--- src/rtl/pipe_ctrl_pkg.sv ---
// Shared encodings for the pipeline hazard controller: FSM states, RV opcodes,
// and the decode that tells whether an opcode reads rs2.
package pipe_ctrl_pkg;

  typedef enum logic [1:0] {
    IDLE     = 2'd0,
    RUN      = 2'd1,
    MEM_WAIT = 2'd2
  } state_e;

  localparam logic [6:0] OP_RTYPE  = 7'b0110011;
  localparam logic [6:0] OP_ITYPE  = 7'b0010011;
  localparam logic [6:0] OP_LOAD   = 7'b0000011;
  localparam logic [6:0] OP_STORE  = 7'b0100011;
  localparam logic [6:0] OP_BRANCH = 7'b1100011;

  // Only R-type, stores and branches actually source rs2.
  function automatic logic uses_rs2(input logic [6:0] opcode);
    case (opcode)
      OP_RTYPE, OP_STORE, OP_BRANCH: uses_rs2 = 1'b1;
      OP_ITYPE, OP_LOAD:             uses_rs2 = 1'b0;
      default:                       uses_rs2 = 1'b0;
    endcase
  endfunction

endpackage

--- src/rtl/pipeline_hazard_ctrl_load_use_detect.sv ---
// Combinational load-use detector: load in EX writes a register the ID
// instruction reads.
module load_use_detect
  import pipe_ctrl_pkg::*;
(
  input  logic [6:0] id_opcode_i,
  input  logic [4:0] id_rs1_i,
  input  logic [4:0] id_rs2_i,
  input  logic       ex_memread_i,
  input  logic [4:0] ex_rd_i,
  output logic       hazard_o
);

  logic rs1_match;
  logic rs2_match;

  assign rs1_match = (ex_rd_i == id_rs1_i);
  assign rs2_match = uses_rs2(id_opcode_i) && (ex_rd_i == id_rs2_i);
  assign hazard_o  = ex_memread_i && (ex_rd_i != 5'd0) && (rs1_match || rs2_match);

endmodule

--- src/rtl/pipeline_hazard_ctrl.sv ---
// Pipeline sequencer: PC/IF-ID/ID-EX enables for load-use, branch flush and
// data-memory waits. Optional PIPE_HAZARD_PERF_CNT_EN adds stall/flush counters.
module pipeline_hazard_ctrl
  import pipe_ctrl_pkg::*;
#(
  parameter int unsigned MAX_WAIT = 15
) (
  input  logic        clk_i,
  input  logic        rst_i,
  input  logic        start_i,
  input  logic [6:0]  id_opcode_i,
  input  logic [4:0]  id_rs1_i,
  input  logic [4:0]  id_rs2_i,
  input  logic        ex_memread_i,
  input  logic [4:0]  ex_rd_i,
  input  logic        id_branch_taken_i,
  input  logic        mem_busy_i,
  output logic        pc_write_o,
  output logic        ifid_write_o,
  output logic        ifid_flush_o,
  output logic        idex_bubble_o,
  output logic        pipe_hold_o,
  output logic        mem_timeout_o,
  output logic [1:0]  state_o,
  output logic [31:0] stall_cnt_o,
  output logic [31:0] flush_cnt_o
);

  localparam int unsigned WAIT_W = $clog2(MAX_WAIT + 1);
  localparam logic [WAIT_W-1:0] WAIT_MAX = WAIT_W'(MAX_WAIT);

  state_e            state_q;
  state_e            state_d;
  logic [WAIT_W-1:0] wait_cnt_q;
  logic [WAIT_W-1:0] wait_cnt_inc;
  logic              timeout_q;
  logic              hazard;

  load_use_detect u_load_use_detect (
    .id_opcode_i  (id_opcode_i),
    .id_rs1_i     (id_rs1_i),
    .id_rs2_i     (id_rs2_i),
    .ex_memread_i (ex_memread_i),
    .ex_rd_i      (ex_rd_i),
    .hazard_o     (hazard)
  );

  always_ff @(posedge clk_i or negedge rst_i) begin
    if (!rst_i) state_q <= IDLE;
    else        state_q <= state_d;
  end

  // Next state and pipeline controls; a MEM_WAIT release cycle behaves like RUN.
  always_comb begin
    state_d       = state_q;
    pc_write_o    = 1'b0;
    ifid_write_o  = 1'b0;
    ifid_flush_o  = 1'b0;
    idex_bubble_o = 1'b0;
    pipe_hold_o   = 1'b0;
    case (state_q)
      IDLE: begin
        ifid_flush_o  = 1'b1;
        idex_bubble_o = 1'b1;
        if (start_i) state_d = RUN;
      end
      RUN, MEM_WAIT: begin
        if (mem_busy_i) begin
          pipe_hold_o = 1'b1;
        end else if (hazard) begin
          idex_bubble_o = 1'b1;
        end else begin
          pc_write_o   = 1'b1;
          ifid_write_o = 1'b1;
          ifid_flush_o = id_branch_taken_i;
        end
        if (state_q == RUN) begin
          if (!start_i)        state_d = IDLE;
          else if (mem_busy_i) state_d = MEM_WAIT;
        end else if (!mem_busy_i) begin
          state_d = RUN;
        end
      end
      default: state_d = IDLE;
    endcase
  end

  assign wait_cnt_inc = wait_cnt_q + WAIT_W'(1);

  // Wait watchdog: counter saturates at MAX_WAIT, flag is sticky until reset.
  always_ff @(posedge clk_i or negedge rst_i) begin
    if (!rst_i) begin
      wait_cnt_q <= '0;
      timeout_q  <= 1'b0;
    end else if (state_q == MEM_WAIT) begin
      if (!mem_busy_i) begin
        wait_cnt_q <= '0;
      end else if (wait_cnt_q != WAIT_MAX) begin
        wait_cnt_q <= wait_cnt_inc;
        if (wait_cnt_inc == WAIT_MAX) timeout_q <= 1'b1;
      end
    end
  end

  assign mem_timeout_o = timeout_q;
  assign state_o       = state_q;

`ifdef PIPE_HAZARD_PERF_CNT_EN
  logic [31:0] stall_cnt_q;
  logic [31:0] flush_cnt_q;
  logic        stall_inc;
  logic        flush_inc;

  assign stall_inc = (state_q == MEM_WAIT) || ((state_q == RUN) && hazard);
  assign flush_inc = (state_q != IDLE) && ifid_flush_o;

  always_ff @(posedge clk_i or negedge rst_i) begin
    if (!rst_i) begin
      stall_cnt_q <= '0;
      flush_cnt_q <= '0;
    end else begin
      if (stall_inc) stall_cnt_q <= stall_cnt_q + 32'd1;
      if (flush_inc) flush_cnt_q <= flush_cnt_q + 32'd1;
    end
  end

  assign stall_cnt_o = stall_cnt_q;
  assign flush_cnt_o = flush_cnt_q;
`else
  assign stall_cnt_o = 32'd0;
  assign flush_cnt_o = 32'd0;
`endif

endmodule

--- config.mk ---
export PLATFORM = sky130hd
export DESIGN_NAME = pipeline_hazard_ctrl
export DESIGN_NICKNAME = d
export VERILOG_FILES = /design/src/rtl/pipe_ctrl_pkg.sv /design/src/rtl/pipeline_hazard_ctrl_load_use_detect.sv /design/src/rtl/pipeline_hazard_ctrl.sv
export SDC_FILE = /design/constraint.sdc
export NUM_CORES = 1
export LEC_CHECK = 0
export BUFFER_PORTS_ARGS = -buffer_cell sky130_fd_sc_hd__buf_2
export CAP_MARGIN = 10
export CORE_MARGIN = 2
export CORE_UTILIZATION = 39
export DETAILED_ROUTE_END_ITERATION = 8
export HOLD_SLACK_MARGIN = 0.12
export PLACE_DENSITY_LB_ADDON = 0.1
export SYNTH_ARGS = -nofsm -noshare
export SYNTH_HDL_FRONTEND = slang
export SYNTH_SLANG_ARGS = --single-unit
export TNS_END_PERCENT = 50
--- constraint.sdc ---
create_clock -name clk_i -period 1.7 [get_ports clk_i]
set_input_delay 0.085 -clock clk_i [delete_from_list [all_inputs] [get_ports clk_i]]
set_output_delay 0.085 -clock clk_i [all_outputs]
set_load 0.05 [all_outputs]
==> reports/results.ini, run 1 <==
[critical_path]
path_max_fanout=4
worst-setup-path-type=flop to primary output
crit_family=flip-flops
path_buf_inv=2
slowest_stage=dfrtp_2
path_cells=inv_4 -> ha_4 -> nand2_4 -> nor3b_4 -> nand3_1 -> o211ai_1 -> buf_4
start_kind=flop
crit_path_end_kind=primary output
cpPeakStageDelay_ns=0.40
cp_data_arrival_time_ns=1.65
required_ns=1.62

[layout]
multiInputGateArea_sq_um=779
fillers=320
final_cell_area_sq_um=1270
drive_above_1_share=0.285
regArea_sq_um=178
finalNetCount=223
syn_to_final_growth_pct=6.73
insertedDiodeCount=0

[floorplanning]
initial_utilization=0.400
dieArea_sq_um=3510
die_x_microns=59.2
fp.coreArea_sq_um=2980
std_cell_rows=20
top_level_ports=100
die_h_microns=59.2

[worst_hold_path]
hold_path.class=primary input to flop

[detailed_routing]
ant_nets=0
drtIter0Drc=5
dr_total_vias=868
drc=0
via_per_inst=3.96
wire_per_inst_microns=9.37
firstDrtPassIters=2
wl_mm=2.05

[clock_network]
cts_max_path_buffers=2
clk_pin_slew_worst_paths_ns=0.05
cts_root_buffer=clkbuf_4
cts_buffers=3
h-tree-depth=1
clock_latency_ns=0.25
cts.sinks=7
cts_tree=yes

[sta]
setup_viol_count_final=2
fin_ws_ns=-0.0397
rsz0062_at_grt=yes
min_period_ns=1.74
finalClockSkew_ns=0.00669
hold_ws_ns=0.168
fmax_mhz=575
fin_crit_sh=1.02
hold_viol=0
finalMaxSlewViolations=0

[global_route]
antenna_found_initial=0
overflow=0
grt_use_total=0.102
grt_pass1_vias=683
grt_first_pass_wirelength_mm=2.75
grt_max_degree=10

[job]
maxCapViolations=0

[synthesis]
synth_top_area_cell=buf_4
ys_seq_area_frac=0.147
synthFlopType=dfrtp_1
postSynth.asyncResetShare=1.00
synth_common_cells=buf_4 (65), nand2_1 (10), xor2_1 (10), ha_1 (8)
ys_ff_latch=7
synthCells=146
synth_edf_count=0
avgSynthCellArea_sq_um=8.15
synth.area.top_cells=buf_4 (41%), dfrtp_1 (15%), ha_1 (8.4%), xor2_1 (7.4%), nand2_1 (3.2%)
netlist_area_sq_um=1190
yosysWarningCount=0
synth_top_area_share=0.410
synthDistinctLibCells=28
yosys.cell_count.top_type=buf_4

[power_and_ir_drop]
powerDensity_nw_per_um2=1420
p_total_uw=1800
cellLeakagePower_uw=0.000724
ir_drop_uv=699

[placed_design]
port_buffers=35
dp_hpwl_mm=1.78
placed_area_sq_um=1200
gp_congestion=0.837

[status]
status=complete, but fails checks
violations=negative setup slack

==> worst register-to-register path: cells and delay by family (launching register included) <==
kind / cells / cell delay [ns]
AOI/OAI and AO/OA: 2 / 0.32
adders and majority gates: 1 / 0.22
buffers and inverters: 1 / 0.11
DFF: 1 / 0.41
muxes: 1 / 0.18
and+or+nand+nor: 1 / 0.08
==> cell families (layout without fill, tap and decap cells) <==
kind of cell               Yosys count  count (layout)  synth area share
AOI/OAI and AO/OA                   18              18             0.116
xor gates and xnor gates            12              12            0.0883
adders and majority gates            8               8            0.0841
buffers and inverters               73              50             0.435
DFF                                  7               7             0.147
muxes                                2               2            0.0168
other                                1              64           0.00315
and+or+nand+nor                     25              25             0.109
==> path summary, 6_finish.rpt <==
| check | cells past startpoint | slack [ns] | start | end |
|---|---|---|---|---|
| worst max-delay path | 7 | -0.04 | state_o[1]$_DFFE_PN0P_ | ifid_flush_o |
| max in group asynchronous | 2 | 1.33 | rst_i | state_o[1]$_DFFE_PN0P_ |
| worst min-delay path | 3 | 0.17 | mem_busy_i | wait_cnt_q[3]$_DFFE_PN0P_ |
| worst max register to register | 6 | 0.28 | state_o[0]$_DFFE_PN0P_ | state_o[1]$_DFFE_PN0P_ |
| min in group asynchronous | 2 | 0.19 | rst_i | wait_cnt_q[0]$_DFFE_PN0P_ |
| worst min register to register | 1 | 0.49 | mem_timeout_o$_DFFE_PN0P_ | mem_timeout_o$_DFFE_PN0P_ |
==> per-layer routing <==
metal / vias up / wire length, microns / share of wire / global-route usage
met2: 53 / 1040 / 0.51 / 0.201
met4: 0 / 0 / 0 / 0.0390
met1: 387 / 778 / 0.38 / 0.109
met5: - / 0 / 0 / 0
met3: 0 / 233 / 0.11 / 0.0109
li1: 428 / - / - / -
==> cell type report <==
cell class / count / area share
clock buffers: 4 / 0.0207
inverters: 7 / 0.0227
well taps: 33 / 0.0325
multi-input cells: 129 / 0.614
repair buffers: 39 / 0.170
flip-flops and latches: 7 / 0.140
==> power breakdown <==
part / switching (uW) / internal [uW]
registers: 72.7 / 237
logic: 972 / 374
clock network: 59.3 / 89.4
==> per-stage QoR <==
stage	TNS, ns	setup WS [ns]	std cells	util
after detailed placement	-0.0139	-0.0139	212	0.403
final	-0.0652	-0.0397	219	0.426
after global routing	-0.214	-0.140	219	0.426
after CTS	-0.0785	-0.0505	219	0.424
after floorplan	-0.0726	-0.0726	209	-
after global placement	0	0.00738	212	0.403
==> cell usage in the layout (no fill, tap or decap), drive strengths merged <==
master | synthesis | final
xor2 | 10 | 10
a31o | 1 | 1
o21bai | 2 | 2
conb | 1 | 64
clkbuf | 1 | 4
dlygate4sd3 | 0 | 1
nor3b | 3 | 3
nand2 | 10 | 10
o21ai | 3 | 3
a21oi | 5 | 5
nor2 | 2 | 2
inv | 7 | 7
xnor2 | 2 | 2
ha | 8 | 8
nand4 | 2 | 2
o211ai | 1 | 1
nand3 | 4 | 4
a2111oi | 1 | 1
mux2i | 2 | 2
buf | 65 | 38
dfrtp | 7 | 7
nor3 | 2 | 2
a211o | 1 | 1
or4 | 1 | 1
and3 | 1 | 1
o22ai | 3 | 3
a21boi | 1 | 1
==> registers in the layout, indices dropped and copies added (netlist names) <==
name           flops
state_o            2
mem_timeout_o      1
wait_cnt_q         4
==> repair_timing <==
action,CTS,global route
gates resized for setup,4,2
endpoints found under the setup margin,2,4
setup buffers,2,0
hold endpoints to repair,7,0
pin swaps,0,0
hold buffers,1,0
(Power assumes the default switching activity.)
==> run 2, diff against run 1 <==
--- a/config.mk
+++ b/config.mk
@@ -5,13 +5,15 @@
 export SDC_FILE = /design/constraint.sdc
 export NUM_CORES = 1
 export LEC_CHECK = 0
-export BUFFER_PORTS_ARGS = -buffer_cell sky130_fd_sc_hd__buf_2
 export CAP_MARGIN = 10
 export CORE_MARGIN = 2
-export CORE_UTILIZATION = 39
+export CORE_UTILIZATION = 63
 export DETAILED_ROUTE_END_ITERATION = 8
+export DONT_BUFFER_PORTS = 1
+export GPL_TIMING_DRIVEN = 0
 export HOLD_SLACK_MARGIN = 0.12
 export PLACE_DENSITY_LB_ADDON = 0.1
+export SKIP_CTS_REPAIR_TIMING = 1
 export SYNTH_ARGS = -nofsm -noshare
 export SYNTH_HDL_FRONTEND = slang
 export SYNTH_SLANG_ARGS = --single-unit
==> run 2 against run 1 <==
  * The flow still finishes with violations (negative setup slack)
  * Via count rose by 18%
  * Critical endpoint unchanged
  * Hold slack got worse by 0.068 ns
  * Largest power group unchanged
  * Highest routed layer is now met4
  * Combinational power fell by 7%
  * Wire length rose by 44%
  * Largest cell class unchanged
  * Sequential power rose by 41%
==> reports/results.ini, run 2 (synthesis gave the netlist of run 1 again) <==
[floorplanning]
top_level_ports=100  ; unchanged
std_cell_rows=15  ; -25%
die_x_microns=47.5  ; -20%
die_h_microns=47.5  ; -20%
fp.coreArea_sq_um=1750  ; -41%
initial_utilization=0.682  ; +0.282
dieArea_sq_um=2250  ; -36%

[global_route]
grt_first_pass_wirelength_mm=3.44  ; +25%
grt_use_total=0.214  ; +0.112
grt_pass1_vias=891  ; +30%
grt_max_degree=10  ; unchanged
overflow=0  ; unchanged
antenna_found_initial=0  ; unchanged

[layout]
drive_above_1_share=0.372  ; +0.0871
top_register=wait_cnt_q
insertedDiodeCount=0  ; unchanged
syn_to_final_growth_pct=32.5
utilization=0.903  ; +0.477
layout_common_cells=buf_4 (64), conb_1 (64), xor2_1 (10)
largest_reg_flops=4  ; unchanged
finalNetCount=252  ; +13%

[critical_path]
cpPeakStageDelay_ns=0.90  ; +0.50 ns
start_kind=flop
worst-setup-path-type=flop to primary output
slowest_stage=o211ai_1
path_cells=ha_1 -> o211ai_1
crit_path_end_kind=primary output
cp_data_arrival_time_ns=2.06  ; +0.41 ns
path_max_fanout=5  ; +1
required_ns=1.62  ; about the same

[sta]
setup_tns_ns=-0.816  ; -0.751 ns
relSlewSlack=0.275
min_period_ns=2.14  ; +0.401 ns
fin_ws_ns=-0.441  ; -0.401 ns
fmax_mhz=467  ; -19%
hold_viol=0  ; unchanged
worst_pin_slew_ns=1.08
setup_viol_count_final=3  ; +1
finalClockSkew_ns=0.00854  ; +0.00185 ns
fin_crit_sh=1.26  ; +0.236
finalMaxSlewViolations=0  ; unchanged
rsz0062_at_grt=yes

[placed_design]
dp_hpwl_mm=2.29  ; +29%
gp_congestion=0.694  ; -17%
port_buffers=0  ; -100%

[clock_network]
clk_pin_slew_worst_paths_ns=0.05  ; about the same
cts_root_buffer=clkbuf_4
h-tree-depth=1  ; unchanged
cts_tree=yes
cts_buffers=3  ; unchanged
cts_max_path_buffers=2  ; unchanged
cts.sinks=7  ; unchanged
clock_latency_ns=0.26  ; about the same

[job]
maxCapViolations=0  ; unchanged

[detailed_routing]
via_per_inst=4.25  ; +7.2%
ant_nets=0  ; unchanged
wl_mm=2.96  ; +44%
firstDrtPassIters=4  ; +2
drc=0  ; unchanged
drtIter0Drc=17  ; +12
dr_total_vias=1020  ; +18%
wire_per_inst_microns=12.3  ; +32%

[worst_hold_path]
hold_path.class=primary input to flop

[power_and_ir_drop]
powerDensity_nw_per_um2=1170  ; -18%
ir_drop_uv=1080  ; +55%
p_total_uw=1840  ; +2.2%
cellLeakagePower_uw=0.000929  ; +28%

[status]
status=complete, but fails checks
violations=negative setup slack

==> run 2: cell count changes in the layout (fill, tap and decap cells not counted), sizes merged <==
cell         previous run  this run
dlygate4sd3             1         3
buf                    38        65
==> run 2: worst paths after layout <==
| path | from | to | slack (ns) | depth (start not counted) |
|---|---|---|---|---|
| hold reg to reg | wait_cnt_q[3]$_DFFE_PN0P_ | wait_cnt_q[3]$_DFFE_PN0P_ | 0.60 | 2 |
| min in group asynchronous | rst_i | wait_cnt_q[0]$_DFFE_PN0P_ | 0.16 | 1 |
| setup / recovery | state_o[0]$_DFFE_PN0P_ | ifid_flush_o | -0.44 | 2 |
| hold / removal | mem_busy_i | wait_cnt_q[3]$_DFFE_PN0P_ | 0.1 | 4 |
| max in group asynchronous | rst_i | state_o[1]$_DFFE_PN0P_ | 1.25 | 1 |
| setup reg to reg | state_o[0]$_DFFE_PN0P_ | wait_cnt_q[1]$_DFFE_PN0P_ | 0.06 | 5 |
==> run 2: critical path: cells and delay by family, from the launching register on <==
| family | cells | cell delay, ns |
|---|---|---|
| AO/OA/AOI/OAI | 1 | 0.90 |
| flip-flops | 1 | 0.58 |
| adder cells (fa/ha/maj) | 1 | 0.33 |
==> run 2: per-stage QoR <==
step                      area [sq um]  hold slack (ns)  std cells  setup WS (ns)
after floorplan                   1470           -0.211        209        -0.0726
after global placement            1500           -0.210        234         -0.144
after detailed placement          1500           -0.210        234         -0.188
after CTS                         1530           -0.483        238         -0.460
after global routing              1580            0.128        240         -0.481
final                             1580           0.0992        240         -0.441
==> run 2: cell type report <==
class / instances / area [sq um]
Sequential cell: 7 / 183
Timing Repair Buffer: 3 / 30.0
Tap cell: 25 / 31.3
Buffer: 65 / 495
Fill cell: 93 / 169
Inverter: 7 / 31.3
Multi-Input combinational cell: 129 / 779
Clock buffer: 4 / 26.3
==> run 2: power breakdown <==
part,switching (uW),leakage [uW],internal (uW),total [uW]
clock network,66.4,0.0000150,89.9,156
registers,191,0.0000893,245,437
logic,872,0.000825,379,1250
total,1130,0.000929,714,1840
==> run 2: layer usage <==
metal  global-route usage  vias up  part of all wire
li1                     -      489                 -
met1                0.186      460              0.29
met2                0.465       63              0.58
met3               0.0264        8              0.10
met4               0.0889        0             0.024
met5                    0        -                 0
==> run 3, diff against run 2 <==
--- a/config.mk
+++ b/config.mk
@@ -8,6 +8,8 @@
 export CAP_MARGIN = 10
 export CORE_MARGIN = 2
 export CORE_UTILIZATION = 63
+export CTS_BUF_LIST = sky130_fd_sc_hd__clkbuf_8 sky130_fd_sc_hd__clkbuf_16
+export CTS_CLUSTER_SIZE = 10
 export DETAILED_ROUTE_END_ITERATION = 8
 export DONT_BUFFER_PORTS = 1
 export GPL_TIMING_DRIVEN = 0
==> run 3 against run 2 <==
  * The flow still finishes with violations (negative setup slack)
  * Wire length is 13% higher
  * Cell count unchanged
  * Sequential power rose by 0.9%
  * First-iteration DRC count up 5.9%
  * Worst setup slack got worse by 0.0031 ns
  * Final area rose by 1.2%
  * Clock skew shrank 0.0048 ns
  * Global-route usage up 3.0 points
  * Die area stayed put
  * Clock power up 49%
==> reports/results.ini, run 3 (synthesis gave the netlist of run 1 again) <==
[global_route]
grt_first_pass_wirelength_mm=3.77  ; +9.6%
overflow=0  ; unchanged
grt_use_total=0.244  ; +0.0296
grt_max_degree=10  ; unchanged
antenna_found_initial=0  ; unchanged
grt_pass1_vias=907  ; +1.8%

[critical_path]
cpPeakStageDelay_ns=0.91  ; about the same
slowest_stage=o211ai_1
rr_endpoint=wait_cnt_q[1]$_DFFE_PN0P_
required_ns=1.62  ; about the same
r2r_cells=5  ; unchanged
regToRegSetupSlack_ns=0.01  ; -0.05 ns
worst-setup-path-type=flop to primary output
start_kind=flop
crit_path_start=state_o[0]$_DFFE_PN0P_
cp_data_arrival_time_ns=2.06  ; about the same
crit_path_end_kind=primary output
r2r-start=state_o[0]$_DFFE_PN0P_
path_max_fanout=5  ; unchanged
path_cells=ha_1 -> o211ai_1

[power_and_ir_drop]
cellLeakagePower_uw=0.000941  ; +1.3%
p_int_uw=783  ; +9.6%
combPwrFrac=0.654  ; -0.024
ir_drop_uv=1110  ; +2.7%
switching_share=0.598  ; -0.0149
switching_power_uw=1160  ; +3.0%
p_seq_frac=0.227  ; -0.010
clockPowerShare=0.120  ; +0.035
powerDensity_nw_per_um2=1220  ; +4.3%

[worst_hold_path]
hold_depth=4  ; unchanged
hold_path.class=primary input to flop
holdPathEnd=wait_cnt_q[3]$_DFFE_PN0P_
hp-start=mem_busy_i

[detailed_routing]
wl_mm=3.34  ; +13%
ant_nets=0  ; unchanged
dr_total_vias=1044  ; +2.4%
wire_per_inst_microns=13.9  ; +13%
firstDrtPassIters=4  ; unchanged
drc=0  ; unchanged
via_per_inst=4.35  ; +2.4%
drtIter0Drc=18  ; +1

[sta]
min_period_ns=2.14  ; +0.00313 ns
relSlewSlack=0.261  ; -0.0138
fin_ws_ns=-0.444  ; -0.00313 ns
finalMaxSlewViolations=0  ; unchanged
hold_ws_ns=0.114  ; +0.0146 ns
fin_crit_sh=1.26  ; +0.00184
setup_tns_ns=-0.792  ; +0.0239 ns
hold_viol=0  ; unchanged
finalClockSkew_ns=0.00371  ; -0.00483 ns
setup_viol_count_final=3  ; unchanged
worst_pin_slew_ns=1.10  ; +0.0206 ns
rsz0062_at_grt=yes
fmax_mhz=466  ; -0.15%

[floorplanning]
die_h_microns=47.5  ; unchanged
fp.coreArea_sq_um=1750  ; unchanged
initial_utilization=0.682  ; unchanged
top_level_ports=100  ; unchanged
die_x_microns=47.5  ; unchanged
dieArea_sq_um=2250  ; unchanged
std_cell_rows=15  ; unchanged

[layout]
multiInputGateArea_sq_um=779  ; unchanged
layout_common_cells=buf_4 (64), conb_1 (64), xor2_1 (10)
top_register=wait_cnt_q
insertedDiodeCount=0  ; unchanged
final_cell_area_sq_um=1600  ; +1.2%
drive_above_1_share=0.372  ; unchanged
largest_reg_flops=4  ; unchanged
syn_to_final_growth_pct=34.1
utilization=0.914  ; +0.0108
regArea_sq_um=183  ; unchanged
fillers=81  ; -13%
finalNetCount=252  ; unchanged

[placed_design]
dp_hpwl_mm=2.29  ; unchanged
placed_area_sq_um=1500  ; unchanged
port_buffers=0  ; unchanged
gp_congestion=0.694  ; unchanged
dpl_worst_slack_ns=-0.188  ; unchanged

[job]
maxCapViolations=0  ; unchanged

[status]
status=complete, but fails checks
violations=negative setup slack

[clock_network]
cts.sinks=7  ; unchanged
cts_tree=yes
cts_max_path_buffers=2  ; unchanged
cts_root_buffer=clkbuf_8
cts_buffers=3  ; unchanged
h-tree-depth=1  ; unchanged
clock_latency_ns=0.23  ; -0.03 ns
clk_pin_slew_worst_paths_ns=0.04  ; about the same

[run 3: cell count changes in the layout (fill, tap and decap cells not counted)]
cell,delta
clkbuf_4,-3
inv_1,+1
clkbuf_8,+3
clkbuf_1,-1
[run 3: worst max-delay path: cells and delay by family, from the launching register on]
| kind | cells | cell delay (ns) |
|---|---|---|
| DFF | 1 | 0.57 |
| AOI/OAI and AO/OA | 1 | 0.91 |
| adders and majority gates | 1 | 0.34 |
[run 3: power by group through the flow]
stage / combinational (uW) / sequential, uW / clock (uW)
global placement: 1150 / 411 / 0
detailed placement: 1190 / 418 / 0
global route: 1340 / 445 / 246
CTS: 1200 / 417 / 235
finish: 1270 / 441 / 233
floorplan: 1100 / 396 / 0
[run 3: cell type report]
cell class | count | area share
clock inverters | 1 | 0.00235
multi-input cells | 129 | 0.489
plain buffers | 65 | 0.311
repair buffers | 3 | 0.0188
inverters | 7 | 0.0196
flip-flops and latches | 7 | 0.115
clock buffers | 3 | 0.0259
well taps | 25 | 0.0196
[run 3: worst max-delay path by stage]
stage / to / slack (ns)
final: ifid_flush_o / -0.44
after global routing: ifid_flush_o / -0.47
after CTS: ifid_flush_o / -0.44
after detailed placement: ifid_flush_o / -0.19
after global placement: ifid_flush_o / -0.14
after floorplan: ifid_flush_o / -0.07
[run 3: per-stage QoR]
step | power [uW] | cells
2_1_floorplan | 1490 | 209
3_3_place_gp | 1560 | 234
3_5_place_dp | 1600 | 234
4_1_cts | 1850 | 238
5_1_grt | 2040 | 240
6_report | 1950 | 240
[run 3: metal layers]
metal / global-route usage / vias up / wire [microns]
met1: 0.217 / 481 / 1080
met2: 0.522 / 69 / 1910
met3: 0.0340 / 8 / 278
li1: - / 486 / -
met5: 0 / - / 0
met4: 0.100 / 0 / 80
